--- src/rtl/wifi_scrambler_par.sv ---
// 802.11 x^7+x^4+1 scrambler (mode 0) / self-synchronising descrambler (mode 1), DW bits per beat.
// Latency 1 beat; in_ready = !out_valid || out_ready, output held while stalled.
module wifi_scrambler_par #(
  parameter int         DW           = 8,
  parameter logic [6:0] SEED_DEFAULT = 7'h5D
) (
  input  logic          clk,
  input  logic          rst,
  input  logic          mode,
  input  logic [6:0]    seed_in,
  input  logic          in_valid,
  output logic          in_ready,
  input  logic [DW-1:0] in_data,
  input  logic          in_sop,
  input  logic          in_eop,
  output logic          out_valid,
  input  logic          out_ready,
  output logic [DW-1:0] out_data,
  output logic          out_sop,
  output logic          out_eop,
  output logic [6:0]    state_out,
  output logic          busy,
  output logic          err
);

  typedef enum logic [1:0] {IDLE, RECOVER, RUN} state_e;

  state_e        fsm_q, fsm_d;
  logic [6:0]    lfsr_q, lfsr_d;
  logic [2:0]    rec_cnt_q, rec_cnt_d;
  logic          out_valid_q, out_valid_d;
  logic [DW-1:0] out_data_q, out_data_d;
  logic          out_sop_q, out_sop_d;
  logic          out_eop_q, out_eop_d;
  logic          err_q, err_d;

  logic          accept;
  logic          drop;
  state_e        st;
  logic [6:0]    s;
  logic [2:0]    cnt;
  logic          fb;
  logic [DW-1:0] dat;

  assign in_ready = !out_valid_q || out_ready;
  assign accept   = in_valid && in_ready;

  always_comb begin
    fsm_d       = fsm_q;
    lfsr_d      = lfsr_q;
    rec_cnt_d   = rec_cnt_q;
    out_valid_d = out_valid_q && !out_ready;
    out_data_d  = out_data_q;
    out_sop_d   = out_sop_q;
    out_eop_d   = out_eop_q;
    err_d       = 1'b0;
    drop        = 1'b0;
    st          = fsm_q;
    s           = lfsr_q;
    cnt         = rec_cnt_q;
    fb          = 1'b0;
    dat         = '0;

    if (accept) begin
      if (in_sop) begin
        if (!mode) begin
          st = RUN;
          if (seed_in == 7'd0) begin
            s     = SEED_DEFAULT;
            err_d = 1'b1;
          end else begin
            s = seed_in;
          end
        end else begin
          st  = RECOVER;
          cnt = 3'd0;
        end
      end else if (fsm_q == IDLE) begin
        drop  = 1'b1;
        err_d = 1'b1;
      end

      // Recovery shifts received bits straight into the LFSR; may hand over to RUN mid-beat.
      for (int i = 0; i < DW; i++) begin
        fb = s[6] ^ s[3];
        if (st == RECOVER) begin
          dat[i] = 1'b0;
          s      = {s[5:0], in_data[i]};
          if (cnt != 3'd7) cnt = cnt + 3'd1;
          if (cnt == 3'd7) st = RUN;
        end else begin
          dat[i] = in_data[i] ^ fb;
          s      = {s[5:0], fb};
        end
      end

      if (!drop) begin
        fsm_d       = in_eop ? IDLE : st;
        lfsr_d      = s;
        rec_cnt_d   = cnt;
        out_valid_d = 1'b1;
        out_data_d  = dat;
        out_sop_d   = in_sop;
        out_eop_d   = in_eop;
      end
    end
  end

  always_ff @(posedge clk or posedge rst) begin
    if (rst) begin
      fsm_q       <= IDLE;
      lfsr_q      <= SEED_DEFAULT;
      rec_cnt_q   <= 3'd0;
      out_valid_q <= 1'b0;
      out_data_q  <= '0;
      out_sop_q   <= 1'b0;
      out_eop_q   <= 1'b0;
      err_q       <= 1'b0;
    end else begin
      fsm_q       <= fsm_d;
      lfsr_q      <= lfsr_d;
      rec_cnt_q   <= rec_cnt_d;
      out_valid_q <= out_valid_d;
      out_data_q  <= out_data_d;
      out_sop_q   <= out_sop_d;
      out_eop_q   <= out_eop_d;
      err_q       <= err_d;
    end
  end

  assign out_valid = out_valid_q;
  assign out_data  = out_data_q;
  assign out_sop   = out_sop_q;
  assign out_eop   = out_eop_q;
  assign state_out = lfsr_q;
  assign busy      = (fsm_q != IDLE);
  assign err       = err_q;

endmodule

--- config.mk ---
export PLATFORM = sky130hd
export DESIGN_NAME = wifi_scrambler_par
export DESIGN_NICKNAME = d
export VERILOG_FILES = /design/src/rtl/wifi_scrambler_par.sv
export SDC_FILE = /design/constraint.sdc
export NUM_CORES = 1
export LEC_CHECK = 0
export BUFFER_PORTS_ARGS = -buffer_cell sky130_fd_sc_hd__buf_2
export CAP_MARGIN = 20
export CELL_PAD_IN_SITES_DETAIL_PLACEMENT = 1
export CELL_PAD_IN_SITES_GLOBAL_PLACEMENT = 1
export CORE_ASPECT_RATIO = 0.9
export CORE_MARGIN = 2
export CORE_UTILIZATION = 46
export CTS_CLUSTER_SIZE = 14
export DETAILED_ROUTE_END_ITERATION = 12
export PLACE_DENSITY_LB_ADDON = 0.25
export SLEW_MARGIN = 10
export SYNTH_ARGS = -nofsm -noshare
export SYNTH_HDL_FRONTEND = slang
export SYNTH_SLANG_ARGS = --single-unit
--- constraint.sdc ---
create_clock -name clk -period 20.6 [get_ports clk]
set_clock_uncertainty 0.1 [all_clocks]
set_input_delay 2.06 -clock clk [delete_from_list [all_inputs] [get_ports clk]]
set_output_delay 2.06 -clock clk [all_outputs]
set_load 0.005 [all_outputs]
# Yosys cells after proc, flatten, opt, wreduce, memory -nomap -nowiden
# Cells that the tools add are included.
# Widths: inputs -> output; s select.
dict set report word_totals {
  regBits 24
  output_inout_bits 21
  in_bits 22
  wordCells 171
}
dict set report classes {
  n_reduce_logical 9
  n_eq_ne 24
  add_sub_neg 8
  bitwise 17
  n_mux 105
}
# op count
set op_table {}
lappend op_table {{$mux 3} 42}
lappend op_table {{$mux 7} 11}
lappend op_table {{$mux 2} 27}
lappend op_table {{$mux 1} 25}
lappend op_table {{$add 3x1->3 const B} 8}
lappend op_table {{$eq 3x3->1 const B} 8}
lappend op_table {{$ne 3x3->1 const B} 8}
lappend op_table {{$eq 2x1->1 const B} 8}
lappend op_table {{$xor 1x1->1} 16}
lappend op_table {{$logic_not 7->1} 1}
lappend op_table {{$logic_and 1x1->1} 2}
lappend op_table {{$logic_not 1->1} 2}
lappend op_table {{$logic_not 2->1} 1}
lappend op_table {{$reduce_and 2->1} 1}
lappend op_table {{$reduce_bool 2->1} 1}
lappend op_table {{$logic_or 1x1->1} 1}
lappend op_table {{$not 1->1} 1}

# Longest topological paths before layout
dict set report logic_depth {
  depth_word 61
  mapped_depth 36
  depth_no_buf 32
}

# Least setup slack after synthesis
# OpenSTA, ideal clock, no wires.
dict set report synth_path {
  path_type {in2reg}
  startpoint {input in_sop}
  endpoint {register fsm_q[1]}
  path_buffers 4
  required_time_ps 20374
  path_stages 35
  path_slack_ps 11437
  t_arrival_ps 8937
  cell_sequence {or3b_4 -> buf_6 -> nand2_1 -> nor2_2 -> nor2_1 -> ha_1 -> clkbuf_1 -> nor2b_1 -> a21oi_1 -> a211oi_2 -> xnor2_1 -> ha_1 -> clkbuf_1 -> inv_1 -> o22ai_1 -> or2_0 -> clkbuf_1 -> nand3_4 -> a211oi_1 -> nor2_2 -> inv_1 -> ha_1 -> inv_1 -> a21o_1 -> and2b_4 -> xnor2_4 -> ha_1 -> o221ai_1 -> or3_1 -> a31oi_4 -> ha_1 -> o211ai_1 -> a21oi_1 -> a31o_1 -> a221o_1}
}
dict set report synth_via {
  elab_chain_len 52
  word_cells_on_any_way 102
}
# element line
set synth_rtl {}
lappend synth_rtl {{start: declaration} 14} ;# input logic in_sop,
lappend synth_rtl {{$mux 3} 65} ;# if (in_sop) begin
lappend synth_rtl {{$mux 3} 64} ;# if (accept) begin
lappend synth_rtl {{$add 3x1->3 or $ne 3x3->1 (tied branches)} 89} ;# if (cnt != 3'd7) cnt = cnt + 3'd1;
lappend synth_rtl {{$mux 3} 89}
lappend synth_rtl {{$mux 3} 86} ;# if (st == RECOVER) begin
lappend synth_rtl {{$mux 3} 64}
lappend synth_rtl {{$mux 3} 86}
lappend synth_rtl {{$mux 3} 64}
lappend synth_rtl {{[36 not listed]} --}
lappend synth_rtl {{$add 3x1->3 or $ne 3x3->1 (tied branches)} 89}
lappend synth_rtl {{$mux 3} 89}
lappend synth_rtl {{$mux 3} 86}
lappend synth_rtl {{$mux 3} 64}
lappend synth_rtl {{$eq 3x3->1} 90} ;# if (cnt == 3'd7) st = RUN;
lappend synth_rtl {{$mux 2} 90}
lappend synth_rtl {{$mux 2} 86}
lappend synth_rtl {{$mux 2} 98} ;# fsm_d = in_eop ? IDLE : st;
lappend synth_rtl {{end signal: assignment} 120} ;# fsm_q <= fsm_d;
lappend synth_rtl {{end: declaration} 28} ;# state_e fsm_q, fsm_d;
# Several ways; a longest one is shown, not always the timed one. The select of a mux whose other input is x is not followed.
# A chain may end at the register's enable or synchronous reset.

# Final worst setup path
# Ends and elaborated chain as after synthesis.

==> metrics.md <==
| Metric | Value |
|---|---|
| Final worst slack | `10380 ps` |
| Clk pin slew, worst setup/hold paths | `90 ps` |
| Num ports | `43` |
| Worst Path Max Fanout | `21` |
| Ys flop type | `dfrtp_1` |
| Number of synthesized flops with an enable pin | `0` |
| DRT iter0 DRCs | `133` |
| Largest net degree at the start of global routing | `39` |
| Initial antenna violation count | `0` |
| WP data arrival | `10280 ps` |
| CTS max path bufs | `2` |
| Detail Route Antenna Nets | `0` |
| Setup TNS Final | `0 ps` |
| Hold WS | `382 ps` |
| Fmax achieved | `97.9 MHz` |
| P&R area growth vs syn | `12.3%` |
| Worst min path class | `reg -> reg` |
| Cell area after synthesis | `2530 µm²` |
| Status | `completed` |
| Final worst-path cycle share | `0.496` |
| Most frequent cell after synthesis | `nand2_1` |
| Clock Latency Late Sink | `270 ps` |
| Synth warn | `0` |
| Cell types with the highest counts after synthesis | `40 x nand2_1, 28 x nor2_1, 19 x dfrtp_1` |
| Crit path from | `in_sop` |
| Cell count after synthesis | `310` |
| CP startpoint kind | `input port` |
| Worst path slowest cell | `nor2_2` |
| RSZ-0062 raised after global routing | `no` |
| Syn avg cell area | `8.17 µm²` |
| PostCTS Resize Cnt | `0` |
| Final Hold Viols | `0` |
| Final HPWL DP | `6000 µm` |
| Cell taking the most area after synthesis | `dfrtp_1` |
| Die width | `82.2 µm` |
| DR pass1 iterations | `4` |
| Root Buffer | `clkbuf_8` |
| Crit Path Class | `in -> reg` |
| Routed vias/inst | `5.98` |
| Clock sink count | `24` |
| Relative slew slack | `0.378` |
| Critical R2R Launch | `fsm_q[0]` |
| Max Cap Violations | `0` |
| CP endpoint kind | `register` |
| Final setup viols | `0` |
| Placement Setup Slack | `10190 ps` |
| Top cell type's share of synthesized area | `0.188` |
| Num rows | `25` |
| All-Layer GR Usage | `0.261` |
| Synth top area cells | `dfrtp_1 19%, nand2_1 5.9%, dfstp_2 5.2%` |
| Share of layout cells above drive strength 1 | `0.227` |
| Initial Util | `0.479` |
| Seq cells post-synth | `24` |
| Wire length per cell | `18.8 µm` |
| Drt total wl | `7700 µm` |
| First-pass GRT wire length | `12300 µm` |
| Post-Syn Nets | `337` |
| Design Area, Final | `2840 µm²` |
| DR vias | `2453` |
| Nets | `371` |
| GPL Wtd Cong | `0.888` |
| Least-Margin Pin Slew | `932 ps` |
| Num CTS Buffers | `3` |
| Total congestion overflow | `0` |
| Area after DPL | `2770 µm²` |
| Port bufs | `42` |
| CTS tree | `done` |
| Ys async rst share | `1.00` |
| Ant diodes | `0` |
| Vias in the first global route | `2466` |
| Count of cell types in the netlist | `78` |
| Die height | `74.4 µm` |
| Hold path startpoint | `out_data[5]` |
| Max incr delay on CP | `480 ps` |
| DRC | `0` |
| Required time of the critical path | `20660 ps` |
| Setup bufs post-CTS | `0` |
| Core ar. | `5290 µm²` |
| Critical Path Most Common Cell | `ha_1` |
| Post-synthesis sequential area ratio | `0.240` |
| Max-slew violation count | `0` |
| Shortest period the worst path allows | `10220 ps` |
| CTS hold repair buffers | `0` |
| Max H-tree Level | `1` |
| DIE AREA | `6110 µm²` |
[critical path, delay by kind of cell]
| family | cells | cell delay [ps] |
|---|---|---|
| xor+xnor | 3 | 590 |
| simple gates | 9 | 2650 |
| compound gates | 12 | 2900 |
| fa+ha+maj | 5 | 1590 |
| buf+inv | 3 | 490 |
[kinds of logic after synthesis]
family                   Yosys count  share of synthesized area
multiplexers                      12                     0.0504
adder cells (fa/ha/maj)            5                     0.0247
AO/OA/AOI/OAI                    103                      0.317
flip-flops                        24                      0.240
XOR/XNOR                          25                     0.0939
AND/OR/NAND/NOR                  114                      0.226
buffers and inverters             27                     0.0475
[routing by layer]
metal	up-vias	routed length [µm]	track usage
met5	-	0	0
met4	0	44	0.0315
met3	6	292	0.0400
met2	54	3840	0.440
met1	1186	3530	0.364
li1	1207	-	-
[worst paths after layout]
check	endpoint	slack, ps	cells past startpoint
max	fsm_q[1]	10380	32
min	out_data[5]	380	2
max reg2reg	fsm_q[1]	11850	31
min reg2reg	out_data[5]	380	2
max in group asynchronous	out_data[3]	17940	2
min in group asynchronous	out_data[1]	1880	2
[layout by cell type, fill, tap and decap left out, drive strengths merged, types with 3 or more instances in the layout]
cell	n
a211o	3
a211oi	5
a21o	5
a21oi	14
a22oi	3
a31oi	6
and2	4
buf	44
clkbuf	3
dfrtp	19
dfstp	5
ha	5
inv	11
mux2	3
mux2i	9
nand2	40
nand2b	5
nand3	6
nand3b	3
nor2	30
nor2b	3
nor3	5
nor3b	3
o211ai	6
o21ai	23
o22ai	5
o31ai	6
or3	5
xnor2	15
xor2	10
[layout make-up]
class                   count  area (µm²)
flip-flops and latches     24         607
fillers                   665        2440
multi-input cells         259        1800
well taps                  67        83.8
repair buffers             44         225
clock buffers               3        41.3
clock inverters             1        30.0
inverters                  12        50.0
[flip-flops by register name, summed over array words and instances (netlist names)]
name,flops
state_out,7
rec_cnt_q,3
fsm_q,2
out_valid,1
out_sop,1
out_eop,1
err,1
out_data,8
[metrics by stage]
step                       util  instances
after global routing      0.538        410
after global placement    0.524        406
after floorplan               -        310
final                     0.538        410
after CTS                 0.538        410
after detailed placement  0.524        406
Power is not shown: default switching activity piles up to over one toggle a cycle in this logic, so the estimate is an artifact.
